**config.mk**
```make
export PLATFORM = sky130hd
export DESIGN_NAME = uart_tx_arbiter_flat
export DESIGN_NICKNAME = d
export VERILOG_FILES = /design/src/rtl/uart_arb_pkg.sv /design/src/rtl/uart_tx_arbiter_if.sv /design/src/rtl/uart_rr_pick.sv /design/src/rtl/uart_tx_arbiter.sv /design/src/flat_wrapper.sv
export SDC_FILE = /design/constraint.sdc
export NUM_CORES = 1
export LEC_CHECK = 0
export CAP_MARGIN = 0
export CORE_MARGIN = 2
export CORE_UTILIZATION = 25
export DETAILED_ROUTE_END_ITERATION = 10
export PLACE_DENSITY = 0.76
export SYNTH_ARGS = -nofsm -noshare
export SYNTH_HDL_FRONTEND = slang
export SYNTH_SLANG_ARGS = --single-unit
```
**constraint.sdc**
```tcl
create_clock -name clk_i -period 1.4 [get_ports clk_i]
set_clock_uncertainty 0.1 [all_clocks]
set_input_delay 0.14 -clock clk_i [delete_from_list [all_inputs] [get_ports clk_i]]
set_output_delay 0.14 -clock clk_i [all_outputs]
set_load 0.05 [all_outputs]
```
**src/rtl/uart_arb_pkg.sv**
```systemverilog
// Shared types and helpers for the UART TX message arbiter.
package uart_arb_pkg;

    typedef enum logic [0:0] {
        IDLE = 1'b0,
        XFER = 1'b1
    } arb_state_t;

    localparam int unsigned DEF_NUM_REQ = 2;
    localparam int unsigned IDX_W       = $clog2(DEF_NUM_REQ);
    localparam int unsigned MAX_REQ     = 8;
    localparam int unsigned MAX_IDX_W   = 3;

    // Index of the set bit in a one-hot vector (all-zero input yields 0).
    function automatic logic [MAX_IDX_W-1:0] onehot2idx(input logic [MAX_REQ-1:0] oh);
        logic [MAX_IDX_W-1:0] idx;
        idx = '0;
        for (int i = 0; i < int'(MAX_REQ); i++) begin
            idx = idx | ({MAX_IDX_W{oh[i]}} & MAX_IDX_W'(i));
        end
        return idx;
    endfunction

endpackage

```
**src/rtl/uart_tx_arbiter_if.sv**
```systemverilog
// Requester byte streams plus the TX FIFO write side, as seen by the arbiter.
interface uart_tx_arbiter_if #(
    parameter int unsigned NUM_REQ = 2
);
    logic [NUM_REQ-1:0]   req;
    logic [NUM_REQ*8-1:0] req_data;
    logic [NUM_REQ-1:0]   req_last;
    logic [NUM_REQ-1:0]   req_ack;
    logic                 fifo_full;
    logic                 fifo_push;
    logic [7:0]           fifo_wdata;

    modport master (
        input  req, req_data, req_last, fifo_full,
        output req_ack, fifo_push, fifo_wdata
    );

    modport slave (
        output req, req_data, req_last, fifo_full,
        input  req_ack, fifo_push, fifo_wdata
    );
endinterface

```
**src/rtl/uart_rr_pick.sv**
```systemverilog
// Rotating-priority encoder: first requester after last_grant_i, wrapping modulo NUM_REQ.
module uart_rr_pick #(
    parameter int unsigned NUM_REQ = 2,
    parameter int unsigned IW      = $clog2(NUM_REQ)
) (
    input  logic [NUM_REQ-1:0] req_i,
    input  logic [IW-1:0]      last_grant_i,
    output logic               found_o,
    output logic [NUM_REQ-1:0] pick_o
);

    logic [IW-1:0] pos_s;

    // Walk the requesters starting just after the previous owner.
    always_comb begin
        found_o = 1'b0;
        pick_o  = '0;
        pos_s   = '0;
        for (int unsigned k = 1; k <= NUM_REQ; k++) begin
            pos_s         = IW'((32'(last_grant_i) + k) % NUM_REQ);
            pick_o[pos_s] = pick_o[pos_s] | (req_i[pos_s] & ~found_o);
            found_o       = found_o | req_i[pos_s];
        end
    end

endmodule

```
**src/rtl/uart_tx_arbiter.sv**
```systemverilog
// Message-granular round-robin arbiter for the UART TX FIFO push port.
// Optional grant revocation on a stalled owner is built with UART_ARB_TIMEOUT_EN.
module uart_tx_arbiter
    import uart_arb_pkg::*;
#(
    parameter int unsigned NUM_REQ     = DEF_NUM_REQ,
    parameter int unsigned TIMEOUT_CYC = 1000
) (
    input  logic                 clk_i,
    input  logic                 rst_ni,
    uart_tx_arbiter_if.master    bus,
    output logic [NUM_REQ-1:0]   grant_o,
    output logic                 busy_o,
    output logic                 timeout_o
);

    localparam int unsigned IW = $clog2(NUM_REQ);

    arb_state_t         state_q;
    logic [NUM_REQ-1:0] grant_q;
    logic [IW-1:0]      last_grant_q;

    logic               found_s;
    logic [NUM_REQ-1:0] pick_s;
    logic [MAX_REQ-1:0] grant_ext_s;
    logic [IW-1:0]      owner_idx_s;
    logic               cur_req_s;
    logic               cur_last_s;
    logic               push_s;
    logic [7:0]         wdata_s;

    uart_rr_pick #(
        .NUM_REQ (NUM_REQ),
        .IW      (IW)
    ) u_pick (
        .req_i        (bus.req),
        .last_grant_i (last_grant_q),
        .found_o      (found_s),
        .pick_o       (pick_s)
    );

    // Owner-side view: its request, last flag and data; grant_q is zero outside XFER.
    always_comb begin
        grant_ext_s                = '0;
        grant_ext_s[NUM_REQ-1:0]   = grant_q;
        owner_idx_s                = IW'(onehot2idx(grant_ext_s));
        cur_req_s                  = |(bus.req & grant_q);
        cur_last_s                 = |(bus.req_last & grant_q);
        wdata_s                    = 8'h00;
        for (int i = 0; i < int'(NUM_REQ); i++) begin
            wdata_s = wdata_s | (bus.req_data[8*i +: 8] & {8{grant_q[i]}});
        end
        push_s = (state_q == XFER) & cur_req_s & ~bus.fifo_full;
    end

    assign bus.fifo_push  = push_s;
    assign bus.fifo_wdata = wdata_s;
    assign bus.req_ack    = push_s ? grant_q : '0;
    assign grant_o        = grant_q;
    assign busy_o         = (state_q == XFER);

`ifdef UART_ARB_TIMEOUT_EN
    localparam int unsigned CW = $clog2(TIMEOUT_CYC + 1);

    logic [CW-1:0] cnt_q;
    logic          timeout_q;
    logic          stall_s;

    assign stall_s   = ~cur_req_s & ~bus.fifo_full;
    assign timeout_o = timeout_q;
`else
    localparam int unsigned unused_timeout_cyc = TIMEOUT_CYC;

    assign timeout_o = 1'b0;
`endif

    // Arbitration FSM: grant is held until the owner's last byte is pushed.
    always_ff @(posedge clk_i or negedge rst_ni) begin
        if (!rst_ni) begin
            state_q      <= IDLE;
            grant_q      <= '0;
            last_grant_q <= IW'(NUM_REQ - 1);
`ifdef UART_ARB_TIMEOUT_EN
            cnt_q        <= '0;
            timeout_q    <= 1'b0;
`endif
        end else begin
`ifdef UART_ARB_TIMEOUT_EN
            timeout_q <= 1'b0;
`endif
            case (state_q)
                IDLE: begin
                    if (found_s) begin
                        grant_q <= pick_s;
                        state_q <= XFER;
`ifdef UART_ARB_TIMEOUT_EN
                        cnt_q   <= '0;
`endif
                    end else begin
                        state_q <= IDLE;
                    end
                end
                XFER: begin
                    if (push_s && cur_last_s) begin
                        last_grant_q <= owner_idx_s;
                        grant_q      <= '0;
                        state_q      <= IDLE;
`ifdef UART_ARB_TIMEOUT_EN
                    end else if (push_s) begin
                        cnt_q <= '0;
                    end else if (stall_s) begin
                        // The pulse lands in the first IDLE cycle, so nothing is pushed with it.
                        if (cnt_q == CW'(TIMEOUT_CYC - 1)) begin
                            timeout_q    <= 1'b1;
                            last_grant_q <= owner_idx_s;
                            grant_q      <= '0;
                            state_q      <= IDLE;
                            cnt_q        <= '0;
                        end else begin
                            cnt_q <= cnt_q + CW'(1);
                        end
`endif
                    end else begin
                        state_q <= XFER;
                    end
                end
                default: begin
                    state_q <= IDLE;
                    grant_q <= '0;
                end
            endcase
        end
    end

endmodule

```
**src/flat_wrapper.sv**
```systemverilog
// flat-port wrapper written by rule: the top's interface ports become plain ports
module uart_tx_arbiter_flat import uart_arb_pkg::*;
#(
    parameter int unsigned NUM_REQ     = DEF_NUM_REQ,
    parameter int unsigned TIMEOUT_CYC = 1000
)
  (clk_i, rst_ni, grant_o, busy_o, timeout_o, bus_req, bus_req_data, bus_req_last, bus_fifo_full, bus_req_ack, bus_fifo_push, bus_fifo_wdata);
  uart_tx_arbiter_if #(.NUM_REQ(NUM_REQ)) bus_i ();
  input  logic clk_i;
  input  logic rst_ni;
  output logic [NUM_REQ-1:0] grant_o;
  output logic busy_o;
  output logic timeout_o;
  input wire logic [$bits(bus_i.req)-1:0] bus_req;
  input wire logic [$bits(bus_i.req_data)-1:0] bus_req_data;
  input wire logic [$bits(bus_i.req_last)-1:0] bus_req_last;
  input wire logic [$bits(bus_i.fifo_full)-1:0] bus_fifo_full;
  output wire logic [$bits(bus_i.req_ack)-1:0] bus_req_ack;
  output wire logic [$bits(bus_i.fifo_push)-1:0] bus_fifo_push;
  output wire logic [$bits(bus_i.fifo_wdata)-1:0] bus_fifo_wdata;
  assign bus_i.req = bus_req;
  assign bus_i.req_data = bus_req_data;
  assign bus_i.req_last = bus_req_last;
  assign bus_i.fifo_full = bus_fifo_full;
  assign bus_req_ack = bus_i.req_ack;
  assign bus_fifo_push = bus_i.fifo_push;
  assign bus_fifo_wdata = bus_i.fifo_wdata;
  uart_tx_arbiter #(.NUM_REQ(NUM_REQ), .TIMEOUT_CYC(TIMEOUT_CYC)) u_core (.clk_i(clk_i), .rst_ni(rst_ni), .bus(bus_i), .grant_o(grant_o), .busy_o(busy_o), .timeout_o(timeout_o));
endmodule
```
==> results.cfg <==
[run_status]
status = finished, violations left
failed_checks = negative setup slack

[detailed_routing]
first_pass_iters = 4
drcViolationCount = 0
viasPerCell = 4.95
num_vias = 470
wl_um = 1380
final_antenna_net_count = 0
drt_iter0_markers = 22
wl_per_cell_um = 14.5

[cts]
cts_made_buffers = 3
cts-root-buf = clkbuf_4
path_clk_slew_ps = 50
clock-sinks = 4
cts_tree = built
clkLatencyLatePin_ps = 250
clockBufferDepth = 2
cts.htree.levels = 1

[final_layout]
fillers = 79
antenna_cells = 0
layout-drive-gt1-share_pct = 56.3
area_delta_synth_final_pct = 202
post-route-util_pct = 78.1
fin_nets = 104

[hold_path]
hp-class = input port to flop

[timing]
fin_crit_sh_pct = 109
finalMaxSlewViolations = 0
setup_viol = 15
setup_ws_ps = -122
clock.fmax_ghz = 0.657
min_period_ps = 1520
finalHoldViolCount = 0
rsz0062_at_grt = yes

[die]
dieHeight_um = 40.2
rows = 13
die_w_um = 40.2
core_sq_um = 1270
initial_utilization_pct = 25.8
io_pins = 38
die_area_sq_um = 1620

[global_routing]
groute.usage.overall_pct = 17.5
grt_pass1_wl_um = 1810
grt-ovfl-total = 0
grt_max_degree = 11
antenna_found_initial = 0
grt_pass1_vias = 412

[yosys]
syn-cell-area_sq_um = 328
synth-seq-cells = 4
syn-num-nets = 57
seq_area_frac_synth_pct = 30.9
ys_async_sr_fraction_pct = 100
ys.flop_type = dfrtp_1
syn_area_per_cell_sq_um = 9.64
synth_cell_types = 19
yosys_warnings = 0
netlist_instances = 34
synth_edf_count = 0

[setup_path]
cp-end-kind = output pin
critPathKind = flop to output pin
worstPathArrival_ps = 1280
worstSetupStartpointType = flop
path_max_fanout = 4
crit_required_ps = 1160

[placed_design]
pre_cts_slack_ps = -207
routabilityCongestion = 0.792
dp_hpwl_um = 1100
io_buffers = 36

[pwr]
powerDensity_nw_per_um2 = 2230
ir_drop_v = 0.00111
p_leak_uw = 0.000421

[flow_run]
cap_violations = 0
## path summary, 6_finish.rpt
kind                                               start                               to  slack [ps]  cells past startpoint
hold reg to reg            u_core.grant_o[0]$_DFFE_PN0P_    u_core.grant_o[0]$_DFFE_PN0P_         510                      2
setup reg to reg           u_core.grant_o[0]$_DFFE_PN0P_  u_core.last_grant_q$_DFFE_PN1P_         -70                      4
min in group asynchronous                         rst_ni          u_core.busy_o$_DFF_PN0_         530                      2
max in group asynchronous                         rst_ni  u_core.last_grant_q$_DFFE_PN1P_         420                      2
hold / removal                                bus_req[0]          u_core.busy_o$_DFF_PN0_         330                      4
setup / recovery           u_core.grant_o[0]$_DFFE_PN0P_                   bus_req_ack[1]        -120                      4
## cell usage in the layout, fill, tap and decap left out, drive strengths merged
cell	count
buf	22
nand2	3
nand3b	2
clkdlybuf4s50	21
o21ai	2
o21bai	1
and2	2
nand2b	1
nor3b	1
dfstp	1
nor4b	1
a22o	8
dlygate4sd3	1
dfrtp	3
dlygate4sd2	1
conb	1
mux2	1
clkbuf	4
a22oi	2
nor2	1
nor3	1
## cell families after synthesis
| group | share of synthesized area (%) |
|---|---|
| AO/OA/AOI/OAI | 32.8 |
| buffers and inverters | 4.58 |
| other | 1.14 |
| multiplexers | 4.58 |
| AND/OR/NAND/NOR | 26.0 |
| flip-flops | 30.9 |
## registers in the layout (all words and copies together) (netlist names)
name                 flops
u_core.grant_o           2
u_core.busy_o            1
u_core.last_grant_q      1
## cell type report
cell class	instances	area (sq um)	area share [%]
timing repair buffer	45	573	57.8
multi-input combinational	27	268	27.0
sequential	4	105	10.6
clock buffer	4	26.3	2.65
tap	15	18.8	1.89
## layer usage
| layer | share of wire, % | GRT usage, % | vias to the layer above |
|---|---|---|---|
| met5 | 0 | 0 | - |
| met4 | 1.0 | 10.0 | 0 |
| met3 | 8.3 | 3.89 | 2 |
| met2 | 52 | 27.8 | 31 |
| met1 | 38 | 21.7 | 217 |
| li1 | - | - | 220 |
## power by group
part / switching, uW / internal, uW
logic: 887 / 909
registers: 64.8 / 179
clock network: 61.0 / 108
## cells in the mapped netlist (2+ instances only)
| cell | instances | area [sq um] |
|---|---|---|
| dfrtp_1 | 3 | 75.1 |
| a22o_1 | 8 | 70.1 |
| nand2_1 | 3 | 11.3 |
| nand3b_1 | 2 | 15.0 |
| clkbuf_1 | 2 | 7.51 |
| and2_1 | 2 | 12.5 |
| o21ai_1 | 2 | 10.0 |
## repair_timing
item,CTS,global route
buffers inserted,1,0
hold buffers,1,0
setup endpoints to repair,11,15
pin swaps,6,2
hold endpoints to repair,2,0
resized for setup,3,1
## per-stage QoR
step	instance area [sq um]	hold slack (ps)	std cells	power, uW	setup TNS [ps]
floorplan	380	-256	34	1130	-1620
global placement	937	251	89	1980	-819
detailed placement	937	256	89	2000	-1150
CTS	987	306	95	2210	-1130
global route	991	343	95	2290	-1720
finish	991	330	95	2210	-1140
## worst max-delay path: stages, from the launching register on
cell and delay [ps]:
dfrtp_2 400, a22oi_2 110, nor3b_4 220, and2_4 190, buf_12 130
(Power assumes the default switching activity.)
